### config.mk
export PLATFORM = sky130hd
export DESIGN_NAME = uart_tx_cfg
export DESIGN_NICKNAME = d
export VERILOG_FILES = /design/src/rtl/uart_tx_cfg.sv
export SDC_FILE = /design/constraint.sdc
export NUM_CORES = 1
export LEC_CHECK = 0
export CAP_MARGIN = 20
export CORE_UTILIZATION = 40
export CTS_CLUSTER_SIZE = 24
export DETAILED_ROUTE_END_ITERATION = 16
export DONT_BUFFER_PORTS = 1
export PLACE_DENSITY = 0.54
export SYNTH_ARGS = -nofsm -noshare
export SYNTH_HDL_FRONTEND = slang
export SYNTH_SLANG_ARGS = --single-unit
### constraint.sdc
create_clock -name clk -period 7.25 [get_ports clk]
set_input_delay 0.3625 -clock clk [delete_from_list [all_inputs] [get_ports clk]]
set_output_delay 0.3625 -clock clk [all_outputs]
set_load 0.01 [all_outputs]
### src/rtl/uart_tx_cfg.sv
// Runtime-configurable UART transmitter: 5..9 data bits, none/even/odd/mark parity,
// 1 or 2 stop bits, per-frame baud divisor, and line-break generation.
module uart_tx_cfg #(
   parameter int DATA_W = 8,
   parameter int BAUD_W = 13,
   parameter int LEN_W  = $clog2(DATA_W + 1)
) (
   input  logic              clk,
   input  logic              rst,
   input  logic              tx_valid,
   input  logic [DATA_W-1:0] tx_data,
   output logic              tx_ready,
   input  logic [BAUD_W-1:0] cfg_baud,
   input  logic [LEN_W-1:0]  cfg_data_bits,
   input  logic [1:0]        cfg_parity,
   input  logic              cfg_stop2,
   input  logic              break_req,
   output logic              busy,
   output logic              frame_done,
   output logic              TX,
   output logic [2:0]        state_dbg
);

   // Handshake: a byte moves on a rising clk edge where tx_valid && tx_ready.
   // tx_ready depends only on state and break_req, never on tx_valid.

   typedef enum logic [2:0] {
      S_IDLE   = 3'd0,
      S_START  = 3'd1,
      S_DATA   = 3'd2,
      S_PARITY = 3'd3,
      S_STOP   = 3'd4,
      S_BREAK  = 3'd5,
      S_MAB    = 3'd6
   } state_e;

   state_e              state_q, state_d;
   logic                tx_q, tx_d;
   logic                done_q, done_d;
   logic [BAUD_W-1:0]   baud_cnt_q, baud_cnt_d;
   logic [BAUD_W-1:0]   baud_l_q, baud_l_d;
   logic [DATA_W-1:0]   shreg_q, shreg_d;
   logic [LEN_W-1:0]    nbits_q, nbits_d;
   logic [LEN_W-1:0]    bit_idx_q, bit_idx_d;
   logic                par_en_q, par_en_d;
   logic                par_bit_q, par_bit_d;
   logic                stop2_q, stop2_d;
   logic                stop_n_q, stop_n_d;

   logic                accept;
   logic                bit_end;
   logic [BAUD_W-1:0]   baud_dec;
   logic [LEN_W-1:0]    n_eff;
   logic [DATA_W-1:0]   data_mask;
   logic                even_par;

   assign tx_ready   = (state_q == S_IDLE) && !break_req;
   assign accept     = tx_valid && tx_ready;
   assign busy       = (state_q != S_IDLE);
   assign frame_done = done_q;
   assign TX         = tx_q;
   assign state_dbg  = state_q;

   assign bit_end  = (baud_cnt_q == '0);
   assign baud_dec = baud_cnt_q - BAUD_W'(1);

   // Out-of-range lengths (0 or above DATA_W) fall back to the full width.
   always_comb begin
      n_eff = cfg_data_bits;
      if (cfg_data_bits == '0 || cfg_data_bits > LEN_W'(DATA_W)) begin
         n_eff = LEN_W'(DATA_W);
      end
   end

   always_comb begin
      data_mask = '0;
      for (int i = 0; i < DATA_W; i++) begin
         data_mask[i] = (LEN_W'(i) < n_eff);
      end
   end

   assign even_par = ^(tx_data & data_mask);

   always_comb begin
      state_d    = state_q;
      tx_d       = tx_q;
      done_d     = 1'b0;
      baud_cnt_d = baud_cnt_q;
      baud_l_d   = baud_l_q;
      shreg_d    = shreg_q;
      nbits_d    = nbits_q;
      bit_idx_d  = bit_idx_q;
      par_en_d   = par_en_q;
      par_bit_d  = par_bit_q;
      stop2_d    = stop2_q;
      stop_n_d   = stop_n_q;

      case (state_q)
         S_IDLE: begin
            tx_d = 1'b1;
            if (break_req) begin
               state_d = S_BREAK;
               tx_d    = 1'b0;
            end else if (accept) begin
               // Everything the frame needs is captured here; later config edits wait.
               state_d    = S_START;
               tx_d       = 1'b0;
               baud_cnt_d = cfg_baud;
               baud_l_d   = cfg_baud;
               shreg_d    = tx_data;
               nbits_d    = n_eff;
               bit_idx_d  = '0;
               par_en_d   = (cfg_parity != 2'b00);
               stop2_d    = cfg_stop2;
               stop_n_d   = 1'b0;
               case (cfg_parity)
                  2'b10:   par_bit_d = ~even_par;
                  2'b11:   par_bit_d = 1'b1;
                  default: par_bit_d = even_par;
               endcase
            end
         end

         S_START: begin
            if (bit_end) begin
               state_d    = S_DATA;
               tx_d       = shreg_q[0];
               shreg_d    = shreg_q >> 1;
               baud_cnt_d = baud_l_q;
            end else begin
               baud_cnt_d = baud_dec;
            end
         end

         S_DATA: begin
            if (bit_end) begin
               baud_cnt_d = baud_l_q;
               if (bit_idx_q == nbits_q - LEN_W'(1)) begin
                  if (par_en_q) begin
                     state_d = S_PARITY;
                     tx_d    = par_bit_q;
                  end else begin
                     state_d = S_STOP;
                     tx_d    = 1'b1;
                  end
               end else begin
                  bit_idx_d = bit_idx_q + LEN_W'(1);
                  tx_d      = shreg_q[0];
                  shreg_d   = shreg_q >> 1;
               end
            end else begin
               baud_cnt_d = baud_dec;
            end
         end

         S_PARITY: begin
            if (bit_end) begin
               state_d    = S_STOP;
               tx_d       = 1'b1;
               baud_cnt_d = baud_l_q;
            end else begin
               baud_cnt_d = baud_dec;
            end
         end

         S_STOP: begin
            if (bit_end) begin
               if (stop2_q && !stop_n_q) begin
                  stop_n_d   = 1'b1;
                  baud_cnt_d = baud_l_q;
               end else begin
                  state_d = S_IDLE;
                  tx_d    = 1'b1;
                  done_d  = 1'b1;
               end
            end else begin
               baud_cnt_d = baud_dec;
            end
         end

         S_BREAK: begin
            // The mark-after-break uses the live divisor; no frame has latched one.
            if (!break_req) begin
               state_d    = S_MAB;
               tx_d       = 1'b1;
               baud_cnt_d = cfg_baud;
            end else begin
               tx_d = 1'b0;
            end
         end

         S_MAB: begin
            tx_d = 1'b1;
            if (bit_end) begin
               state_d = S_IDLE;
            end else begin
               baud_cnt_d = baud_dec;
            end
         end

         default: begin
            state_d = S_IDLE;
            tx_d    = 1'b1;
         end
      endcase
   end

   always_ff @(posedge clk or posedge rst) begin
      if (rst) begin
         state_q    <= S_IDLE;
         tx_q       <= 1'b1;
         done_q     <= 1'b0;
         baud_cnt_q <= '0;
         baud_l_q   <= '0;
         shreg_q    <= '0;
         nbits_q    <= '0;
         bit_idx_q  <= '0;
         par_en_q   <= 1'b0;
         par_bit_q  <= 1'b0;
         stop2_q    <= 1'b0;
         stop_n_q   <= 1'b0;
      end else begin
         state_q    <= state_d;
         tx_q       <= tx_d;
         done_q     <= done_d;
         baud_cnt_q <= baud_cnt_d;
         baud_l_q   <= baud_l_d;
         shreg_q    <= shreg_d;
         nbits_q    <= nbits_d;
         bit_idx_q  <= bit_idx_d;
         par_en_q   <= par_en_d;
         par_bit_q  <= par_bit_d;
         stop2_q    <= stop2_d;
         stop_n_q   <= stop_n_d;
      end
   end

   a_done_in_idle: assert property (@(posedge clk) disable iff (rst)
      frame_done |-> (state_q == S_IDLE));
   a_break_low: assert property (@(posedge clk) disable iff (rst)
      (state_q == S_BREAK) |-> !TX);

endmodule
==> impl_metrics.toml <==
[floorplanning]
die_height_um = 91.6
initial_utilization_pct = 41.4
die_w_um = 91.6
ios = 39
core_area_um2 = 7770
dieArea_um2 = 8400
row_count = 32

[synth]
synth_seq_cells = 51
yosysSeqAreaShare_pct = 39.7
synth_top_area_cell = "dfrtp_1"
syn-num-nets = 407
syn_area_um2 = 3210
synth_cells = 372
ys.flop_type = "dfrtp_1"
yosysWarnings = 0
synth-edff-count = 0
async_flop_share_pct = 100
syn_area_per_cell_um2 = 8.64
synthDistinctLibCells = 62
ys_top_cells_by_area = "dfrtp_1 39%, nand2_1 7.7%, o21ai_0 5.1%"
synth_top_cell_area_share_pct = 38.9

[clock_tree]
root_buffer = "clkbuf_8"
path_clk_slew_ns = 0.10
cts_sinks = 51
clock_latency_ns = 0.31
post_cts_buffers = 0
ctsResizeCount = 0
cts_buffers = 5
cts_buffer_depth = 2
htreeDepth = 2
hold_buffers = 0
cts_tree = "done"

[worst_hold_path]
hold_class = "in -> async"

[power_and_ir_drop]
p_sw_w = 0.000601
p_sw_share_pct = 42.3
p_comb_share_pct = 45.8
power_leakage_nw = 1.46
p_seq_share_pct = 39.5
irDropWorstVdd_v = 0.000121
pwr-share-clk_pct = 14.8
power.density_nw_per_um2 = 419
intPower_w = 0.000821

[worst_setup_path]
path_class = "reg -> reg"
arrival_ns = 3.33
worst_setup_path_start_kind = "flip-flop"
cp.required_ns = 7.45
cp-end-kind = "flip-flop"
r2r-start = "baud_cnt_q[0]"
r2r-end = "shreg_q[6]"
r2r_slack_ns = 4.11
rr_worst_depth = 8
crit_fanout = 8

[grt]
grt_max_degree = 52
grt_overflow = 0
grt_first_pass_wirelength_um = 12600
track_usage_pct = 18.8
antenna_found_initial = 0
grt_pass1_vias = 2527

[run]
maxCapViolCount = 0

[timing]
slew_headroom_pct = 37.4
final.setup_skew_ns = 0.0103
finalHoldViolations = 0
finalSetupTns_ns = 0
finalMaxSlewViolations = 0
rsz0062_at_grt = "false"
worstMarginPinSlew_ns = 0.939
period_minus_slack_ns = 3.14
setup_violations = 0
fmax_mhz = 319
period_share_pct = 43.2

[layout]
final_common_cell = "nand2_1"
nets = 398
final_cell_mix = "66 x nand2_1, 50 x dfrtp_1, 33 x o21ai_0"
area_growth_pct = 5.68
fillers = 801
antenna_cells = 0
final_core_util_pct = 43.7
drive_gt1_share_pct = 12.1

[routing]
ant_nets = 0
dr.first_iter.drc_count = 165
wl_per_cell_um = 16.1
num_vias = 2677
viasPerCell = 5.74
wirelength_um = 7510
drt-pass1-iter-count = 4
drc = 0

[placed_design]
dp_hpwl_um = 5250
place.gp.congestion = 0.808
io_buffers = 0

[status]
status = "completed"
-- critical path, cell delays in order, from the launching register on --
cell and delay, ns:
dfrtp_1 0.41, inv_1 0.10, ha_1 0.20, or4b_1 0.52, or2_2 0.36, or3_1 0.48, o21ai_2 0.17, o211a_1 0.44
mux2_4 0.34
-- state kept, by name, summed over array words and instances, names as in the netlist --
name and flops:
frame_done 1, TX 1, par_en_q 1, shreg_q 8, baud_l_q 13, baud_cnt_q 13
stop_n_q 1, bit_idx_q 4, par_bit_q 1, stop2_q 1, nbits_q 4, state_dbg 3
-- per-layer routing --
metal / global-route usage (%) / part of all wire (%) / vias up
li1: - / - / 1320
met2: 27.4 / 43 / 67
met5: 0 / 0 / -
met4: 5.16 / 1.3 / 0
met3: 4.31 / 5.5 / 8
met1: 27.8 / 51 / 1282
-- power by group through the flow --
| stage | clock network [W] | registers, W | logic [W] |
|---|---|---|---|
| floorplan | 0 | 0.000505 | 0.000575 |
| global placement | 0 | 0.000564 | 0.000649 |
| detailed placement | 0 | 0.000566 | 0.000655 |
| CTS | 0.000215 | 0.000561 | 0.000658 |
| global route | 0.000227 | 0.000588 | 0.000741 |
| finish | 0.000210 | 0.000561 | 0.000651 |
-- cells by family after synthesis --
family / synth area share (%)
flip-flops: 39.7
multiplexers: 6.66
XOR/XNOR: 3.43
buffers and inverters: 4.48
adder cells (fa/ha/maj): 1.17
AO/OA/AOI/OAI: 23.9
AND/OR/NAND/NOR: 20.7
-- layout make-up --
class	instances	area (µm²)	area share [%]
inverters	14	52.6	1.55
flip-flops and latches	51	1280	37.6
multi-input cells	287	1790	52.8
repair buffers	4	30.0	0.884
clock inverters	3	47.5	1.40
clock buffers	5	68.8	2.03
well taps	102	128	3.76
-- Yosys cell counts, types with 2 or more instances --
master	n
o211a_1	3
a31o_2	5
a21oi_1	24
nand2_1	66
mux2i_1	3
o21ai_0	33
nand2b_1	6
o21ai_1	5
o31ai_1	4
and3_1	3
and2_1	2
nor2_1	26
a221oi_1	6
nand4_1	6
o21a_1	3
clkbuf_1	16
dfrtp_1	50
nand3_1	4
a31oi_1	8
nor2b_1	3
xnor2_1	6
a211o_1	2
a22o_1	5
or3_1	2
o211ai_1	4
nor3_1	11
mux2_4	7
buf_6	2
xor2_1	4
mux2_2	7
ha_1	3
inv_1	13
-- stage by stage --
step | hold WS, ns | std cells | setup slack (ns) | power (W) | area, µm²
floorplan | 0.437 | 372 | 4.53 | 0.00108 | 3210
global placement | 0.458 | 458 | 4.18 | 0.00121 | 3280
detailed placement | 0.463 | 458 | 4.12 | 0.00122 | 3280
CTS | 0.128 | 466 | 4.10 | 0.00143 | 3400
global route | 0.122 | 466 | 4.01 | 0.00155 | 3400
finish | 0.0980 | 466 | 4.11 | 0.00142 | 3400
-- how the worst max path moves through the flow --
stage                  start          to  slack [ns]  depth (start not counted)
4_1_cts        baud_cnt_q[0]  shreg_q[6]        4.10                          8
6_report       baud_cnt_q[0]  shreg_q[6]        4.11                          8
2_1_floorplan  baud_cnt_q[0]  shreg_q[1]        4.53                         10
3_5_place_dp   baud_cnt_q[0]  shreg_q[6]        4.12                          8
3_3_place_gp   baud_cnt_q[0]  shreg_q[7]        4.18                          8
5_1_grt        baud_cnt_q[0]  shreg_q[6]        4.01                          8
(Power assumes the default switching activity.)
